--- config.mk ---
export PLATFORM = sky130hd
export DESIGN_NAME = tick_event_counter
export DESIGN_NICKNAME = d
export VERILOG_FILES = /design/src/rtl/tick_event_pkg.sv /design/src/rtl/sync_rise_detect.sv /design/src/rtl/tick_event_counter.sv
export SDC_FILE = /design/constraint.sdc
export NUM_CORES = 1
export LEC_CHECK = 0
export CORE_ASPECT_RATIO = 0.5
export CORE_MARGIN = 5
export CORE_UTILIZATION = 40
export CTS_CLUSTER_DIAMETER = 150
export DETAILED_ROUTE_END_ITERATION = 6
export GPL_TIMING_DRIVEN = 0
export HOLD_SLACK_MARGIN = 0.08
export PLACE_DENSITY_LB_ADDON = 0.3
export SYNTH_ARGS = -nofsm -noshare
export SYNTH_HDL_FRONTEND = slang
export SYNTH_SLANG_ARGS = --single-unit
--- constraint.sdc ---
create_clock -name clk_in -period 2.3 [get_ports clk_in]
set_input_delay 0.23 -clock clk_in [delete_from_list [all_inputs] [get_ports clk_in]]
set_output_delay 0.23 -clock clk_in [all_outputs]
set_load 0.02 [all_outputs]
--- src/rtl/tick_event_pkg.sv ---
// rtl/tick_event_pkg.sv - shared types and defaults for the tick event counter
package tick_event_pkg;

   localparam int STATE_W             = 2;
   localparam int DEF_WIDTH           = 16;
   localparam int DEF_SYNC_STAGES     = 2;

   typedef enum logic [STATE_W-1:0] {
      ST_IDLE = 2'd0,
      ST_RUN  = 2'd1,
      ST_DONE = 2'd2
   } state_t;

endpackage

--- src/rtl/sync_rise_detect.sv ---
// rtl/sync_rise_detect.sv - synchronizes slow_in and emits a registered one-cycle tick per rising edge
module sync_rise_detect #(
   parameter int SYNC_STAGES = 2
) (
   input  logic clk_in,
   input  logic rst,
   input  logic slow_in,
   output logic tick
);

   localparam logic [2:0] SUP_LAST = 3'(SYNC_STAGES + 1);

   logic [SYNC_STAGES-1:0] sync_q;
   logic                   hist_q;
   logic [2:0]             sup_cnt;
   logic                   armed;

   // Ticks stay masked until the chain and history flop hold real samples,
   // so a level already high at reset release never looks like an edge.
   assign armed = (sup_cnt == SUP_LAST);

   always_ff @(posedge clk_in or posedge rst) begin
      if (rst) begin
         sync_q  <= '0;
         hist_q  <= 1'b0;
         sup_cnt <= 3'd0;
         tick    <= 1'b0;
      end else begin
         sync_q <= {sync_q[SYNC_STAGES-2:0], slow_in};
         hist_q <= sync_q[SYNC_STAGES-1];
         if (!armed)
            sup_cnt <= sup_cnt + 3'd1;
         tick <= armed & sync_q[SYNC_STAGES-1] & ~hist_q;
      end
   end

endmodule

--- src/rtl/tick_event_counter.sv ---
// rtl/tick_event_counter.sv - counts qualified slow_in rising edges up to a latched target
module tick_event_counter
   import tick_event_pkg::*;
#(
   parameter int WIDTH       = DEF_WIDTH,
   parameter int SYNC_STAGES = DEF_SYNC_STAGES
) (
   input  logic             clk_in,
   input  logic             rst,
   input  logic             slow_in,
   input  logic             start,
   input  logic             stop,
   input  logic             clear,
   input  logic [WIDTH-1:0] target,
   output logic             tick,
   output logic [WIDTH-1:0] count,
   output logic             match,
   output logic             busy,
   output logic             done
);

   state_t           state;
   logic [WIDTH-1:0] tgt_q;
   logic [WIDTH-1:0] count_inc;

   sync_rise_detect #(
      .SYNC_STAGES (SYNC_STAGES)
   ) u_rise (
      .clk_in  (clk_in),
      .rst     (rst),
      .slow_in (slow_in),
      .tick    (tick)
   );

   assign count_inc = count + WIDTH'(1);
   assign busy      = (state == ST_RUN);
   assign done      = (state == ST_DONE);

   always_ff @(posedge clk_in or posedge rst) begin
      if (rst) begin
         state <= ST_IDLE;
         count <= '0;
         tgt_q <= '0;
         match <= 1'b0;
      end else begin
         match <= 1'b0;
         if (clear) begin
            state <= ST_IDLE;
            count <= '0;
         end else if (start) begin
            // Start wins over stop and over a coincident tick in every state.
            tgt_q <= target;
            count <= '0;
            if (target == '0) begin
               state <= ST_DONE;
               match <= 1'b1;
            end else begin
               state <= ST_RUN;
            end
         end else begin
            case (state)
               ST_RUN: begin
                  if (stop) begin
                     state <= ST_IDLE;
                  end else if (tick) begin
                     count <= count_inc;
                     if (count_inc == tgt_q) begin
                        state <= ST_DONE;
                        match <= 1'b1;
                     end
                  end
               end
               default: state <= state;
            endcase
         end
      end
   end

endmodule

## Word level (Yosys, flattened, before mapping)

Cells that the tools add are included.

| storage, ports and cells | value |
|---|---|
| register bits after elaboration | 42 |
| bits of input ports | 22 |
| output and inout bits | 20 |
| logic and storage cells | 46 |

| operators by class | value |
|---|---|
| $add $sub $neg | 2 |
| equal/unequal tests | 5 |
| multiplexer cells | 19 |
| bitwise gates (word level) | 4 |
| reductions and logical operators | 8 |

Operators by type and width:

| operator | number |
|---|---|
| 16-bit two-way mux | 5 |
| 16-bit by 1-bit adder with 16-bit output, second input constant | 1 |
| 16-bit equality test | 1 |
| 16-bit zero test | 1 |
| 2-bit two-way mux | 7 |
| 4-bit nonzero test | 2 |
| 1-bit two-way mux | 7 |
| 3-bit AND reduction | 2 |
| 3-bit nonzero test | 2 |
| 3-bit by 1-bit adder with 3-bit output, second input constant | 1 |
| 3-bit by 2-bit equality test with 1-bit output, second input constant | 1 |
| 3-bit by 2-bit inequality test with 1-bit output, second input constant | 1 |
| 1-bit bitwise AND | 2 |
| 2-bit by 1-bit equality test with 1-bit output, second input constant | 1 |
| 2-bit equality test, second input constant | 1 |
| 1-bit inverter | 2 |
| 2-bit AND reduction | 1 |

## Logic depth before layout (Yosys ltp)

Gate-level depths: netlist (run 1).

| depth | value |
|---|---|
| depth in word-level cells | 8 |
| mapped depth | 7 |
| gate-level depth less buffers | 7 |

## Cells and area by module

A second synthesis (run 1) with hierarchy kept.

| second synthesis, totals | value |
|---|---|
| cells, all modules | 237 |
| area total of the unflattened synthesis | 2432.3 µm² |

Modules (own cells, without submodules):

| module | times used | cells an instance | area an instance (µm²) | sequential area each (µm²) |
|---|---|---|---|---|
| tick_event_counter | 1 | 221 | 2183.3 | 875.8 |
| sync_rise_detect | 1 | 16 | 249.0 | 175.2 |

## Least setup slack after synthesis (run 1)

Ideal clock, no wire load.

| path | value |
|---|---|
| path type | register -> register |
| start point | register count[0] |
| end point | register state[0] |
| setup time | 138 ps |
| arrival | 2128 ps |
| required time | 2162 ps |
| setup slack | 33 ps |
| stages on the path, launching flop included | 8 |
| buffers on the path | 0 |
| period minus slack after synthesis | 2267 ps |
| cell sequence | dfrtp_1 ha_1 nand3_2 or3_1 a2111oi_2 o211ai_1 nor4_4 a31oi_1 |

| between the ends | value |
|---|---|
| cells in the longest elaborated chain, start to end | 4 |

RTL lines:

| what | line | source |
|---|---|---|
| start, declared | tick_event_counter.sv:16 | `output logic [WIDTH-1:0] count,` |
| start signal, assigned | tick_event_counter.sv:66 | `count <= count_inc;` |
| 16-bit by 1-bit adder with 16-bit output | tick_event_counter.sv:35 | `assign count_inc = count + WIDTH'(1);` |
| 16-bit equality test | tick_event_counter.sv:67 | `if (count_inc == tgt_q) begin` |
| 4-bit nonzero test (no source line) | n/a |  |
| 3-bit AND reduction (no source line) | n/a |  |
| end signal, assigned | tick_event_counter.sv:73 | `default: state <= state;` |
| end, declared | tick_event_counter.sv:22 | `state_t state;` |

Every way passes these cells.
A chain may end at the register's enable or synchronous reset.

## Worst setup path in the final report (run 1)

| path | value |
|---|---|
| start point | register count[6] |
| end point | register state[1] |

The elaborated chain is that of the path after synthesis.

==> metrics, run 1 <==
drt wl/cell=16.2 um; Clk pin slew, worst setup/hold paths=0.06 ns; Top FF cell, synth=dfrtp_1; status=finished, final reports clean; Die Ht=~65 um; skew final=between 0.002 and 0.0025 ns; Placed Area=between 0.002 and 0.003 sq mm; Syn Nets=approximately 260; Hold/Removal Path Class=reg -> reg; internal reg-to-reg setup slack=0.06 ns; post-route ant nets=0; worst path cell trace=buf_2 > nand4_1 > nor4_4 > xnor2_1 > o211ai_1 > nor4_4 > a221o_1; Post-Route WL=5840 um; CTS tree=done; DR pass1 iterations=4; VDD IR max=approximately 330 uV; CP max-delay cell=nor4_4; Worst Hold Launch=u_rise.sync_q[0]; Num CTS Buffers=5; GP Congestion=~0.9; Layout Nets=about 310; # port buffers=41; share of cells above drive strength 1=0.208; Syn-to-layout area delta=34.3%; largest net degree at the start of global routing=43; launching point of the worst reg2reg path=count[6]; Startpoint Class=register; GRT Resource Usage Total=0.152; Root Buffer=clkbuf_16; CP peak stage delay=around 0.35 ns; worst rel slew slack=0.425; drt via density=5.38; fmax=about 0.45 GHz; DR iter-0 viols=roughly 120; Tcrit/Tclk final=0.974; final setup margin=~0.06 ns; n_diodes=0; multi-input combinational cell area=between 0.001 and 0.0015 sq mm; CTS max path bufs=2; clock latency on the worst-skew pair=~0.28 ns; first-pass GRT wire length=about 9400 um; CP Depth=7; Buf/Inv on CP=1; synthesized area=around 0.0024 sq mm; data required time at the worst endpoint=2.51 ns; Ports=42; worst endpoint data arrival time=~2.5 ns; register area share after synthesis=0.440; most frequent cells in the layout=41 x clkdlybuf4s50_1, 40 x dfrtp_1, 22 x nor2_1; Die X=~120 um; Setup CP Type=reg -> reg; hold violation count in the final report=0; Pins Over Slew Limit=0; share of flip-flops with an asynchronous set or reset=1.00; crit path capture=state[1]; htree depth=2; Post-Route Setup TNS=0 ns; HPWL after DPL=~4100 um; # DRC=0; most numerous cell on the critical path=nor4_4; Pwr Density=613 mW/mm^2; synth top area cells=dfrtp_1 44%, mux2_2 8.0%, xnor2_1 6.6%, xor2_1 4.8%, nor2_1 3.5%; #FFs+latches synth=between 40 and 50; vias in the first global route=between 1.5k and 2k; Max-Cap Viols=0; Final setup viols=0; Post-synth EDFFs=0; RR Endpoint=state[1]; leading area contributor after synthesis=dfrtp_1; Worst Max-Slew Pin Slew=roughly 0.86 ns; CTS Hold Bufs=0; clock sinks=42; Top delay family on crit path=simple AND/OR/NAND/NOR gates; Initial Utilization=0.424; critical path peak fanout=9; FF/Latch Area=between 0.001 and 0.0015 sq mm; DR vias=1941; Synth Warn #=0; Yosys top cell area share=0.440; fillers=480; fin crit period=approximately 2.2 ns; DIE AREA=~0.0077 sq mm; Total Power=just under 2 mW; CP startpoint=count[6]; row count=19; Post-Syn Instances=237; GRT overflow=0; Yosys cell types=44; Reg2Reg Depth=7; CP endpoint kind=register; pre-CTS WS=-0.187 ns; Finished Core Util=0.569; Lkg Pwr=between 1 and 1.5 nW; design area=around 0.0032 sq mm; core area=around 0.0056 sq mm; most common cell after layout, fill and taps aside=clkdlybuf4s50_1; Syn Area/Cell=just over 10 sq um; initial antenna violation count=0
## per-stage QoR
stage | hold WS [ns] | instances
detailed placement | 0.337 | 351
global placement | 0.334 | 351
floorplan | 0.261 | 237
global route | 0.357 | 361
CTS | 0.351 | 362
finish | 0.356 | 361
## sequential cells by signal (all words and copies together) (netlist names)
signal	count
tgt_q	16
count	16
state	2
match	1
u_rise.sync_q	2
u_rise.hist_q	1
u_rise.tick	1
u_rise.sup_cnt	3
## cell usage after synthesis (2+ instances only)
cell type / n
and4_1: 2
inv_1: 7
or3_2: 2
mux2i_1: 3
xor2_1: 13
o211ai_1: 2
nor4_1: 10
nand2b_1: 2
nand2_1: 12
nor2_1: 22
a31oi_1: 2
ha_1: 3
or3_1: 3
o21a_1: 2
nor2b_1: 5
mux2_2: 17
nand3_1: 6
nand4_1: 10
dfrtp_1: 42
a21oi_1: 6
clkbuf_1: 8
or2_2: 3
a211o_1: 2
xnor2_1: 18
nor3_1: 5
o21ai_0: 6
buf_2: 6
nor3b_1: 2
## power breakdown
part	internal [mW]	total (mW)	switching, mW
Clock	0.624	0.916	0.292
Combinational	0.122	0.227	0.105
Sequential	0.786	0.824	0.0385
Total	1.53	1.97	0.435
## worst reg2reg max path: stages (launching register included)
cell and delay [ns]:
dfrtp_1 0.33, buf_2 0.20, nand4_1 0.32, nor4_4 0.35, xnor2_1 0.19, o211ai_1 0.21
nor4_4 0.33, a221o_1 0.24
## how the worst min path moves through the flow
stage | endpoint | slack, ns | depth (start not counted)
2_1_floorplan | u_rise.sync_q[0] | 0.26 | 0
3_3_place_gp | u_rise.sync_q[1] | 0.33 | 0
3_5_place_dp | u_rise.sync_q[1] | 0.34 | 0
4_1_cts | u_rise.sync_q[1] | 0.35 | 0
5_1_grt | u_rise.sync_q[1] | 0.36 | 0
6_report | u_rise.sync_q[1] | 0.36 | 0
## what timing repair did
action | in CTS | in global routing
endpoints found under the setup margin | 3 | 3
resized for setup | 6 | 10
pin swaps | 3 | 5
buffers inserted | 3 | 2
## final cells by class
type	instances	share of cell area
Inverter	7	0.00819
Timing Repair Buffer	46	0.144
Buffer	12	0.0183
Clock buffer	5	0.0390
Multi-Input combinational cell	173	0.412
Clock inverter	3	0.0215
Sequential cell	42	0.329
Tap cell	73	0.0285
## layer usage
metal,vias to the layer above,GRT usage,wire (um)
li1,943,-,-
met1,930,0.200,2760
met2,59,0.254,2720
met3,9,0.0321,279
met4,0,0.0505,75
met5,-,0,0
## cell families (layout without fill, tap and decap cells)
logic type,Yosys count,count (layout),synth area share
simple gates,94,94,0.226
flops,42,42,0.440
xor+xnor,31,31,0.114
compound gates,25,25,0.0723
buf+inv,22,73,0.0393
mux,20,20,0.0927
fa+ha+maj,3,3,0.0157
(Power assumes the default switching activity.)
==> run 2: changes to the inputs <==
--- a/config.mk
+++ b/config.mk
@@ -5,6 +5,7 @@
 export SDC_FILE = /design/constraint.sdc
 export NUM_CORES = 1
 export LEC_CHECK = 0
+export CAP_MARGIN = 30
 export CORE_ASPECT_RATIO = 0.5
 export CORE_MARGIN = 5
 export CORE_UTILIZATION = 40
==> results of run 2 <==
Same layout as run 1: the final DEF is identical, and so are final timing and power.
